[config.mk]
export PLATFORM = sky130hd
export DESIGN_NAME = hazard_unit_md
export DESIGN_NICKNAME = d
export VERILOG_FILES = /design/src/rtl/hazard_unit_md.sv
export SDC_FILE = /design/constraint.sdc
export NUM_CORES = 1
export LEC_CHECK = 0
export ABC_AREA = 0
export BUFFER_PORTS_ARGS = -buffer_cell sky130_fd_sc_hd__buf_2
export CORE_ASPECT_RATIO = 0.75
export CORE_MARGIN = 2
export CORE_UTILIZATION = 40
export DETAILED_ROUTE_END_ITERATION = 8
export HOLD_SLACK_MARGIN = 0.1
export PLACE_DENSITY = 0.75
export SYNTH_ARGS = -nofsm -noshare
export SYNTH_HDL_FRONTEND = slang
export SYNTH_SLANG_ARGS = --single-unit
[constraint.sdc]
create_clock -name clk -period 2 [get_ports clk]
set_input_delay 0 -clock clk [delete_from_list [all_inputs] [get_ports clk]]
set_output_delay 0 -clock clk [all_outputs]
set_load 0.05 [all_outputs]
[src/rtl/hazard_unit_md.sv]
// Pipeline hazard unit: forwarding selects, load/branch/mul-div stalls and a mul/div tracker FSM.
// Optional saturating stall/flush counters are enabled with the HAZARD_PERF_COUNT_EN macro.
module hazard_unit_md #(
    parameter int REG_AW  = 5,
    parameter int MUL_LAT = 4,
    parameter int DIV_LAT = 32,
    parameter int PERF_W  = 16
) (
    input  logic              clk,
    input  logic              reset_n,
    input  logic [REG_AW-1:0] RsD,
    input  logic [REG_AW-1:0] RtD,
    input  logic [REG_AW-1:0] RsE,
    input  logic [REG_AW-1:0] RtE,
    input  logic [REG_AW-1:0] writeregE,
    input  logic [REG_AW-1:0] writeregM,
    input  logic [REG_AW-1:0] writeregW,
    input  logic              regwriteE,
    input  logic              regwriteM,
    input  logic              regwriteW,
    input  logic              memtoregE,
    input  logic              memtoregM,
    input  logic              branchD,
    input  logic              start_mdE,
    input  logic              divE,
    input  logic              hiloD,
    output logic              stallF,
    output logic              stallD,
    output logic              flushE,
    output logic              forwardAD,
    output logic              forwardBD,
    output logic [1:0]        forwardAE,
    output logic [1:0]        forwardBE,
    output logic              md_busy,
    output logic              md_done,
    output logic              md_err,
    output logic [PERF_W-1:0] stall_cycles,
    output logic [PERF_W-1:0] flush_cycles
);

    localparam int MAX_LAT = (MUL_LAT > DIV_LAT) ? MUL_LAT : DIV_LAT;
    localparam int CW      = $clog2(MAX_LAT) + 1;
    localparam logic [CW-1:0] MUL_LOAD = CW'(MUL_LAT - 1);
    localparam logic [CW-1:0] DIV_LOAD = CW'(DIV_LAT - 1);

    typedef enum logic [1:0] {
        IDLE = 2'd0,
        BUSY = 2'd1,
        DONE = 2'd2
    } state_t;

    state_t          state;
    logic [CW-1:0]   cnt;

    logic [REG_AW-1:0] src_e [2];
    logic [REG_AW-1:0] src_d [2];
    logic [1:0]        fwd_e [2];
    logic              fwd_d [2];

    assign src_e[0] = RsE;
    assign src_e[1] = RtE;
    assign src_d[0] = RsD;
    assign src_d[1] = RtD;

    // M-stage result has priority over W since it is the younger write.
    genvar gi;
    generate
        for (gi = 0; gi < 2; gi++) begin : g_fwd
            assign fwd_e[gi] = (src_e[gi] != '0 && src_e[gi] == writeregM && regwriteM) ? 2'b10 :
                               (src_e[gi] != '0 && src_e[gi] == writeregW && regwriteW) ? 2'b01 :
                                                                                          2'b00;
            assign fwd_d[gi] = (src_d[gi] != '0) && (src_d[gi] == writeregM) && regwriteM;
        end
    endgenerate

    assign forwardAE = fwd_e[0];
    assign forwardBE = fwd_e[1];
    assign forwardAD = fwd_d[0];
    assign forwardBD = fwd_d[1];

    logic lwstall, branchstall, mdstall;

    assign lwstall = memtoregE && (RtE != '0) && ((RsD == RtE) || (RtD == RtE));

    assign branchstall = branchD &&
        ((regwriteE && writeregE != '0 && (writeregE == RsD || writeregE == RtD)) ||
         (memtoregM && writeregM != '0 && (writeregM == RsD || writeregM == RtD)));

    assign mdstall = hiloD && (start_mdE || state == BUSY);

    assign stallD = lwstall | branchstall | mdstall;
    assign stallF = stallD;
    assign flushE = stallD;

    // A start while BUSY does not reload cnt; the running operation keeps counting.
    always_ff @(posedge clk or negedge reset_n) begin
        if (!reset_n) begin
            state   <= IDLE;
            cnt     <= '0;
            md_busy <= 1'b0;
            md_done <= 1'b0;
            md_err  <= 1'b0;
        end else begin
            case (state)
                IDLE, DONE: begin
                    if (start_mdE) begin
                        state   <= BUSY;
                        cnt     <= divE ? DIV_LOAD : MUL_LOAD;
                        md_busy <= 1'b1;
                        md_done <= 1'b0;
                    end else begin
                        state   <= IDLE;
                        md_busy <= 1'b0;
                        md_done <= 1'b0;
                    end
                end
                BUSY: begin
                    if (start_mdE) begin
                        md_err <= 1'b1;
                    end
                    if (cnt == '0) begin
                        state   <= DONE;
                        md_busy <= 1'b0;
                        md_done <= 1'b1;
                    end else begin
                        cnt <= cnt - 1'b1;
                    end
                end
                default: begin
                    state   <= IDLE;
                    md_busy <= 1'b0;
                    md_done <= 1'b0;
                end
            endcase
        end
    end

`ifdef HAZARD_PERF_COUNT_EN
    logic [PERF_W-1:0] stall_cnt_reg;
    logic [PERF_W-1:0] flush_cnt_reg;

    always_ff @(posedge clk or negedge reset_n) begin
        if (!reset_n) begin
            stall_cnt_reg <= '0;
            flush_cnt_reg <= '0;
        end else begin
            if (stallD && stall_cnt_reg != '1) begin
                stall_cnt_reg <= stall_cnt_reg + 1'b1;
            end
            if (flushE && flush_cnt_reg != '1) begin
                flush_cnt_reg <= flush_cnt_reg + 1'b1;
            end
        end
    end

    assign stall_cycles = stall_cnt_reg;
    assign flush_cycles = flush_cnt_reg;
`else
    assign stall_cycles = '0;
    assign flush_cycles = '0;
`endif

endmodule

==> impl_metrics.env, run 1 <==
export IMPL_max_freq_mhz=540
export IMPL_cp_slowest_cell="or3b_4"
export IMPL_die_h_um=56.9
export IMPL_regArea_sq_um=250
export IMPL_dpl_instance_area_sq_um=1680
export IMPL_drive_gt1_share_pct=30.6
export IMPL_power_leakage_nw=0.781
export IMPL_period_share_pct=92.6
export IMPL_end_kind="flop"
export IMPL_grt_overflow_total=0
export IMPL_slew_viol_final=0
export IMPL_ir_drop_uv=407
export IMPL_rsz0062_at_grt="no"
export IMPL_design_area_sq_um=1750
export IMPL_synth_seq_cells=10
export IMPL_cts_made_buffers=3
export IMPL_synth_enable_flop_cells=0
export IMPL_syn_cell_area_sq_um=1490
export IMPL_cts_tree="done"
export IMPL_ys_types=40
export IMPL_hold_class="in2async"
export IMPL_h_tree_depth=1
export IMPL_die_w_um=74.6
export IMPL_setup_violations=0
export IMPL_ctsResizeCount=0
export IMPL_groute_usage_overall_pct=16.1
export IMPL_status="completed"
export IMPL_start_kind="flop"
export IMPL_area_growth_pct=17.0
export IMPL_fillers=390
export IMPL_fin_ws_ns=0.149
export IMPL_cts_sinks=10
export IMPL_antenna_found_initial=0
export IMPL_clock_latency_ns=0.24
export IMPL_power_density_nw_per_um2=766
export IMPL_finalNetCount=281
export IMPL_multiInputGateArea_sq_um=1050
export IMPL_worstPathArrival_ns=1.97
export IMPL_first_global_vias=1170
export IMPL_path_cells="inv_1, ha_1, or3b_4, o31a_4, nor2_8, nor2_1, o22a_1"
export IMPL_hpwl_um=2800
export IMPL_hold_viol=0
export IMPL_initial_utilization_pct=41.3
export IMPL_drcViolationCount=0
export IMPL_fin_hold_ws_ns=0.158
export IMPL_wl_um=3350
export IMPL_rows=19
export IMPL_ys_seq_area_share_pct=16.8
export IMPL_ant_nets=0
export IMPL_crit_fanout=8
export IMPL_die_area_sq_um=4240
export IMPL_synthArstFlopShare_pct=100
export IMPL_ys_flop_type="dfrtp_1"
export IMPL_first_iter_violations=66
export IMPL_diodes=0
export IMPL_via_per_inst=4.60
export IMPL_synth_area_leaders="xnor2_1 22%, buf_4 17%, dfrtp_1 17%"
export IMPL_clockBufferDepth=2
export IMPL_vias=1306
export IMPL_clk_pin_slew_ns=0.05
export IMPL_finClkSkew_ns=0.00561
export IMPL_wl_per_cell_um=11.8
export IMPL_avgSynthCellArea_sq_um=8.21
export IMPL_cp_data_required_time_ns=2.12
export IMPL_grt_max_degree=11
export IMPL_synthCells=182
export IMPL_core_area_sq_um=3610
export IMPL_fin_setup_tns_ns=0
export IMPL_path_delay_family="simple AND/OR/NAND/NOR gates"
export IMPL_max_cap_viol_count=0
export IMPL_path_buf_inv=1
export IMPL_port_buffers=57
export IMPL_synth_top_cell_by_area="xnor2_1"
export IMPL_gp_congestion=0.846
export IMPL_period_minus_slack_ns=1.85
export IMPL_dr_pass1_iters=4
export IMPL_ios=90
export IMPL_dp_slack_ns=0.157
export IMPL_synth_top_cell_area_share_pct=21.7
export IMPL_cts_root_buffer="clkbuf_8"
export IMPL_critPathMaxStageDelay_ns=0.41
export IMPL_ys_warn_count=0
export IMPL_path_class="reg2reg"
export IMPL_grt_pass1_wl_um=5340
-- worst reg2reg max path, cell delays in order, from the launching register on --
cell	delay [ns]
dfrtp_1	0.40
inv_1	0.07
ha_1	0.17
or3b_4	0.41
o31a_4	0.33
nor2_8	0.14
nor2_1	0.07
o22a_1	0.17
-- per-layer routing --
layer	vias up	global-route usage (%)	routed length, um
met5	-	0	0
met4	0	3.32	29
met3	5	2.87	208
met2	53	26.2	1560
met1	591	22.3	1560
li1	657	-	-
-- synth_stat cells, types with 2 or more instances --
library cell,number
nand3_1,6
dfrtp_1,10
nand2_1,4
a31oi_1,4
nor3_1,5
a21oi_1,4
xor2_1,14
o22a_1,2
inv_1,4
buf_4,34
xnor2_1,37
nor4_1,4
buf_2,5
or4_1,4
nor2_1,9
o2111ai_1,2
nand4_1,4
clkbuf_1,5
nor2b_1,2
o21ai_0,3
-- registers in the layout, summed over array words and instances (netlist names) --
register	count
cnt	6
md_busy	1
md_err	1
state	2
-- final cells by class --
type / instances / share of cell area (%)
clock buffers: 3 / 2.36
inverters: 5 / 1.07
multi-input cells: 153 / 60.1
repair buffers: 61 / 18.5
well taps: 52 / 3.72
flip-flops and latches: 10 / 14.3
-- report_power, final --
group | internal, W | leakage [nW] | switching [W]
sequential | 0.000283 | 0.115 | 0.0000738
clock | 0.000131 | 0.0216 | 0.0000723
combinational | 0.000269 | 0.644 | 0.000509
total | 0.000684 | 0.781 | 0.000655
-- through the flow --
step	power [W]	util, %	std cells
2_1_floorplan	0.00102	-	213
3_3_place_gp	0.00112	46.4	278
3_5_place_dp	0.00113	46.4	278
4_1_cts	0.00134	48.4	284
5_1_grt	0.00145	48.4	284
6_report	0.00134	48.4	284
-- cell usage in the layout (no fill, tap or decap), drive strengths merged --
| cell type | count |
|---|---|
| a21o | 1 |
| a21oi | 4 |
| a31oi | 4 |
| and4 | 1 |
| buf | 58 |
| clkbuf | 3 |
| conb | 32 |
| dfrtp | 10 |
| dlygate4sd3 | 3 |
| ha | 1 |
| inv | 5 |
| nand2 | 4 |
| nand2b | 1 |
| nand3 | 6 |
| nand4 | 4 |
| nor2 | 11 |
| nor2b | 2 |
| nor3 | 5 |
| nor3b | 1 |
| nor4 | 5 |
| o2111ai | 2 |
| o211ai | 1 |
| o21a | 1 |
| o21ai | 3 |
| o221ai | 1 |
| o22a | 2 |
| o22ai | 1 |
| o311a | 1 |
| o31a | 1 |
| or3 | 1 |
| or3b | 1 |
| or4 | 5 |
| xnor2 | 37 |
| xor2 | 14 |
-- logic make-up (layout without fill, tap and decap cells) --
group,count (synthesis),after routing,share of synthesized area (%)
compound gates,22,22,10.7
flops,10,10,16.8
buf+inv,50,69,22.0
fa+ha+maj,1,1,0.837
xor+xnor,51,51,29.9
other cells,1,32,0.251
simple gates,47,47,19.5
-- path summary, 6_finish.rpt --
| check | from | to | slack (ns) | cells past startpoint |
|---|---|---|---|---|
| min in group clk | regwriteW | forwardAE[0] | 0.40 | 4 |
| worst min register to register | md_err$_DFFE_PN0P_ | md_err$_DFFE_PN0P_ | 0.45 | 1 |
| max in group asynchronous | reset_n | md_busy$_DFFE_PN0P_ | 1.64 | 2 |
| worst max register to register | cnt[0]$_DFFE_PN0P_ | cnt[3]$_DFFE_PN0P_ | 0.15 | 7 |
| worst max-delay path | cnt[0]$_DFFE_PN0P_ | cnt[3]$_DFFE_PN0P_ | 0.15 | 7 |
| worst min-delay path | reset_n | cnt[5]$_DFFE_PN0P_ | 0.16 | 2 |
-- what timing repair did --
item / 4_1_cts / 5_1_grt
buffers inserted: 0 / 0
hold buffers: 3 / 0
hold endpoints to repair: 12 / 0
(Power assumes the default switching activity.)
==> run 2, diff against run 1 <==
--- a/config.mk
+++ b/config.mk
@@ -13,6 +13,7 @@
 export DETAILED_ROUTE_END_ITERATION = 8
 export HOLD_SLACK_MARGIN = 0.1
 export PLACE_DENSITY = 0.75
+export RECOVER_POWER = 100
 export SYNTH_ARGS = -nofsm -noshare
 export SYNTH_HDL_FRONTEND = slang
 export SYNTH_SLANG_ARGS = --single-unit
==> impl_metrics.env, run 2 (synthesis gave the netlist of run 1 again) <==
export IMPL_status="completed"
export IMPL_switchingPower_w=0.000655
export IMPL_hold_class="in2async"
export IMPL_rsz0062_at_grt="no"
export IMPL_cts_made_buffers=3
export IMPL_finalNetCount=281
export IMPL_ctsResizeCount=0
export IMPL_port_buffers=57
export IMPL_via_per_inst=4.61
export IMPL_initial_utilization_pct=41.3
export IMPL_pwr_share_comb_pct=57.9
export IMPL_drive_gt1_share_pct=26.3
export IMPL_grt_max_degree=11
export IMPL_vias=1310
export IMPL_path_class="reg2reg"
export IMPL_ant_nets=0
export IMPL_hold_viol=0
export IMPL_gp_congestion=0.846
export IMPL_fin_hold_ws_ns=0.263
export IMPL_worstMarginPinSlew_ns=0.645
export IMPL_setup_violations=0
export IMPL_critPathMaxStageDelay_ns=0.41
export IMPL_regArea_sq_um=250
export IMPL_cp_data_required_time_ns=2.12
export IMPL_max_freq_mhz=538
export IMPL_groute_usage_overall_pct=16.1
export IMPL_rows=19
export IMPL_grt_overflow_total=0
export IMPL_slew_viol_final=0
export IMPL_crit_fanout=8
export IMPL_fin_util_pct=48.0
export IMPL_dp_slack_ns=0.157
export IMPL_first_iter_violations=62
export IMPL_largest_reg_flops=6
export IMPL_fillers=394
export IMPL_drcViolationCount=0
export IMPL_dpl_instance_area_sq_um=1680
export IMPL_path_cells="inv_1, ha_1, or3b_4, o31a_4, nor2_8, nor2_1, o22a_1"
export IMPL_most_common_layout_cells="44 x buf_2, 37 x xnor2_1, 32 x conb_1, 14 x xor2_1"
export IMPL_power_density_nw_per_um2=769
export IMPL_path_buf_inv=1
export IMPL_ios=90
export IMPL_postCtsHoldBufs=3
export IMPL_wl_um=3350
export IMPL_period_share_pct=92.9
export IMPL_grt_pass1_wl_um=5340
export IMPL_die_h_um=56.9
export IMPL_die_area_sq_um=4240
export IMPL_worstPathArrival_ns=1.98
export IMPL_maxSlewHeadroom_pct=57.2
export IMPL_largest_register="cnt"
export IMPL_power_leakage_nw=0.744
export IMPL_power_internal_w=0.000679
export IMPL_path_delay_family="simple AND/OR/NAND/NOR gates"
export IMPL_clk_pin_slew_ns=0.05
export IMPL_r2r_slack_ns=0.14
export IMPL_cts_root_buffer="clkbuf_8"
export IMPL_p_sw_share_pct=49.1
export IMPL_cts_setup_buffers=0
export IMPL_diodes=0
export IMPL_clockBufferDepth=2
export IMPL_max_cap_viol_count=0
export IMPL_area_growth_pct=16.2
export IMPL_fin_ws_ns=0.142
export IMPL_cts_sinks=10
export IMPL_start_kind="flop"
export IMPL_end_kind="flop"
export IMPL_ir_drop_uv=407
export IMPL_period_minus_slack_ns=1.86
export IMPL_first_global_vias=1170
export IMPL_die_w_um=74.6
export IMPL_cp_slowest_cell="or3b_4"
export IMPL_core_area_sq_um=3610
export IMPL_top_regs="cnt: 6 flops, state: 2 flops"
export IMPL_power_frac_clock_pct=15.2
export IMPL_wl_per_cell_um=11.8
export IMPL_antenna_found_initial=0
export IMPL_dr_pass1_iters=4
export IMPL_cts_tree="done"
export IMPL_design_area_sq_um=1740
export IMPL_multiInputGateArea_sq_um=1050
export IMPL_seqPwrFrac_pct=26.9
export IMPL_hpwl_um=2800
export IMPL_clock_latency_ns=0.24
export IMPL_finClkSkew_ns=0.00596
export IMPL_h_tree_depth=1
export IMPL_layout_commonest_cell="buf_2"
## run 2: power by group through the flow
stage          registers, W  logic (W)  clock network, W
2_1_floorplan      0.000384   0.000632                 0
3_5_place_dp       0.000358   0.000771                 0
5_1_grt            0.000372   0.000849          0.000221
6_report           0.000358   0.000772          0.000203
3_3_place_gp       0.000357   0.000762                 0
4_1_cts            0.000356   0.000776          0.000207
## run 2: path summary, 6_finish.rpt
| kind | from | end | cells after the start |
|---|---|---|---|
| setup / recovery | cnt[0]$_DFFE_PN0P_ | cnt[3]$_DFFE_PN0P_ | 7 |
| hold / removal | reset_n | cnt[5]$_DFFE_PN0P_ | 2 |
| setup reg to reg | cnt[0]$_DFFE_PN0P_ | cnt[3]$_DFFE_PN0P_ | 7 |
| hold reg to reg | md_err$_DFFE_PN0P_ | md_err$_DFFE_PN0P_ | 1 |
| max in group asynchronous | reset_n | md_busy$_DFFE_PN0P_ | 2 |
| min in group clk | md_err$_DFFE_PN0P_ | md_err$_DFFE_PN0P_ | 1 |
## run 2: layout make-up
class,count,share of cell area (%)
repair buffers,61,17.9
well taps,52,3.75
multi-input cells,153,60.5
flip-flops and latches,10,14.4
clock buffers,3,2.38
inverters,5,1.08
## run 2: layer usage
layer / wire [um] / vias up / track usage, %
met3: 196 / 5 / 2.87
met5: 0 / - / 0
li1: - / 658 / -
met4: 29 / 0 / 3.32
met2: 1550 / 51 / 26.2
met1: 1570 / 596 / 22.3
## run 2: through the flow
stage | TNS (ns) | total power (W) | std cells
6_report | 0 | 0.00133 | 284
5_1_grt | 0 | 0.00144 | 284
4_1_cts | 0 | 0.00134 | 284
3_5_place_dp | 0 | 0.00113 | 278
3_3_place_gp | 0 | 0.00112 | 278
2_1_floorplan | -0.392 | 0.00102 | 213
## run 2: worst register-to-register path, delay by kind of cell (launching register included)
kind                       cells  cell delay [ns]
and+or+nand+nor                3             0.62
adders and majority gates      1             0.17
AOI/OAI and AO/OA              2             0.50
DFF                            1             0.40
buffers and inverters          1             0.07
==> run 3, diff against run 2 <==
--- a/config.mk
+++ b/config.mk
@@ -10,6 +10,7 @@
 export CORE_ASPECT_RATIO = 0.75
 export CORE_MARGIN = 2
 export CORE_UTILIZATION = 40
+export CTS_BUF_LIST = sky130_fd_sc_hd__clkbuf_4
 export DETAILED_ROUTE_END_ITERATION = 8
 export HOLD_SLACK_MARGIN = 0.1
 export PLACE_DENSITY = 0.75
==> impl_metrics.env, run 3 (synthesis gave the netlist of run 1 again) <==
export IMPL_ctsResizeCount=0
export IMPL_end_kind="flop"
export IMPL_setup_worst_path_start="cnt[0]$_DFFE_PN0P_"
export IMPL_period_minus_slack_ns=1.86
export IMPL_die_w_um=74.6
export IMPL_cp_data_required_time_ns=2.15
export IMPL_hpwl_um=2800
export IMPL_grt_max_degree=11
export IMPL_multiInputGateArea_sq_um=1050
export IMPL_worstPathArrival_ns=2.01
export IMPL_dp_slack_ns=0.157
export IMPL_rsz0062_at_grt="no"
export IMPL_hold_viol=0
export IMPL_top_regs="cnt: 6 flops, state: 2 flops"
export IMPL_wl_per_cell_um=11.7
export IMPL_drcViolationCount=0
export IMPL_groute_usage_overall_pct=16.0
export IMPL_first_global_vias=1170
export IMPL_power_frac_clock_pct=10.3
export IMPL_pwr_share_comb_pct=61.2
export IMPL_grt_pass1_wl_um=5310
export IMPL_worstMarginPinSlew_ns=0.645
export IMPL_core_area_sq_um=3610
export IMPL_antenna_found_initial=0
export IMPL_die_h_um=56.9
export IMPL_cts_sinks=10
export IMPL_first_iter_violations=58
export IMPL_dr_pass1_iters=4
export IMPL_largest_reg_flops=6
export IMPL_seqPwrFrac_pct=28.5
export IMPL_power_leakage_nw=0.736
export IMPL_most_common_layout_cells="44 x buf_2, 37 x xnor2_1, 32 x conb_1, 14 x xor2_1"
export IMPL_power_internal_w=0.000616
export IMPL_hold_class="in2async"
export IMPL_slew_viol_final=0
export IMPL_switchingPower_w=0.000646
export IMPL_wl_um=3330
export IMPL_path_class="reg2reg"
export IMPL_power_density_nw_per_um2=735
export IMPL_fin_util_pct=47.5
export IMPL_crit_fanout=8
export IMPL_ir_drop_uv=392
export IMPL_port_buffers=57
export IMPL_max_freq_mhz=537
export IMPL_fin_setup_tns_ns=0
export IMPL_max_cap_viol_count=0
export IMPL_clockBufferDepth=2
export IMPL_fin_ws_ns=0.137
export IMPL_layout_commonest_cell="buf_2"
export IMPL_drive_gt1_share_pct=26.3
export IMPL_power_w=0.00126
export IMPL_status="completed"
export IMPL_grt_overflow_total=0
export IMPL_finClkSkew_ns=0.00400
export IMPL_maxSlewHeadroom_pct=57.2
export IMPL_rows=19
export IMPL_start_kind="flop"
export IMPL_h_tree_depth=1
export IMPL_regArea_sq_um=250
export IMPL_cts_root_buffer="clkbuf_4"
export IMPL_diodes=0
export IMPL_fillers=399
export IMPL_ios=90
export IMPL_p_sw_share_pct=51.2
export IMPL_gp_congestion=0.846
export IMPL_clock_latency_ns=0.26
export IMPL_clk_pin_slew_ns=0.06
export IMPL_r2r_start="cnt[0]$_DFFE_PN0P_"
export IMPL_cts_tree="done"
export IMPL_via_per_inst=4.62
export IMPL_finalNetCount=281
export IMPL_area_growth_pct=14.9
export IMPL_vias=1312
export IMPL_largest_register="cnt"
export IMPL_period_share_pct=93.1
export IMPL_initial_utilization_pct=41.3
export IMPL_die_area_sq_um=4240
export IMPL_ant_nets=0
export IMPL_fin_hold_ws_ns=0.232
export IMPL_setup_violations=0
export IMPL_cts_made_buffers=3
## run 3: through the flow
| stage | std cells | instance area (sq um) |
|---|---|---|
| 2_1_floorplan | 213 | 1630 |
| 3_3_place_gp | 278 | 1680 |
| 3_5_place_dp | 278 | 1680 |
| 4_1_cts | 284 | 1730 |
| 5_1_grt | 284 | 1720 |
| 6_report | 284 | 1720 |
## run 3: final timing paths
| path | slack [ns] | to | cells past startpoint |
|---|---|---|---|
| max | 0.14 | cnt[3]$_DFFE_PN0P_ | 7 |
| min | 0.23 | cnt[5]$_DFFE_PN0P_ | 2 |
| max reg2reg | 0.14 | cnt[3]$_DFFE_PN0P_ | 7 |
| min reg2reg | 0.45 | md_err$_DFFE_PN0P_ | 1 |
| max in group asynchronous | 1.40 | md_busy$_DFFE_PN0P_ | 2 |
| min in group clk | 0.45 | md_err$_DFFE_PN0P_ | 1 |
## run 3: routing by layer
layer	routed length, um	global-route usage (%)
met5	0	0
met4	19	2.55
met3	198	2.87
met2	1550	26.2
met1	1560	22.3
## run 3: critical path: stages, from the launching register on
cell and delay (ns):
dfrtp_1 0.41, inv_1 0.07, ha_1 0.16, or3b_4 0.41, o31a_4 0.33, nor2_8 0.14, nor2_1 0.07, o22a_1 0.17
## run 3: power groups by stage
| stage | sequential [W] | clock [W] | combinational (W) |
|---|---|---|---|
| detailed placement | 0.000358 | 0 | 0.000771 |
| finish | 0.000359 | 0.000130 | 0.000773 |
| floorplan | 0.000384 | 0 | 0.000632 |
| global placement | 0.000357 | 0 | 0.000762 |
| CTS | 0.000357 | 0.000135 | 0.000775 |
| global route | 0.000373 | 0.000149 | 0.000849 |
## run 3: layout make-up
class	instances	share of cell area (%)
Timing Repair Buffer	61	18.1
Clock buffer	3	1.31
Multi-Input combinational cell	153	61.2
Inverter	5	1.09
Sequential cell	10	14.6
Tap cell	52	3.79
## run 3: what timing repair did
item | 4_1_cts | 5_1_grt
hold buffers | 3 | 0
endpoints found under the hold margin | 12 | 0
setup buffers | 0 | 0
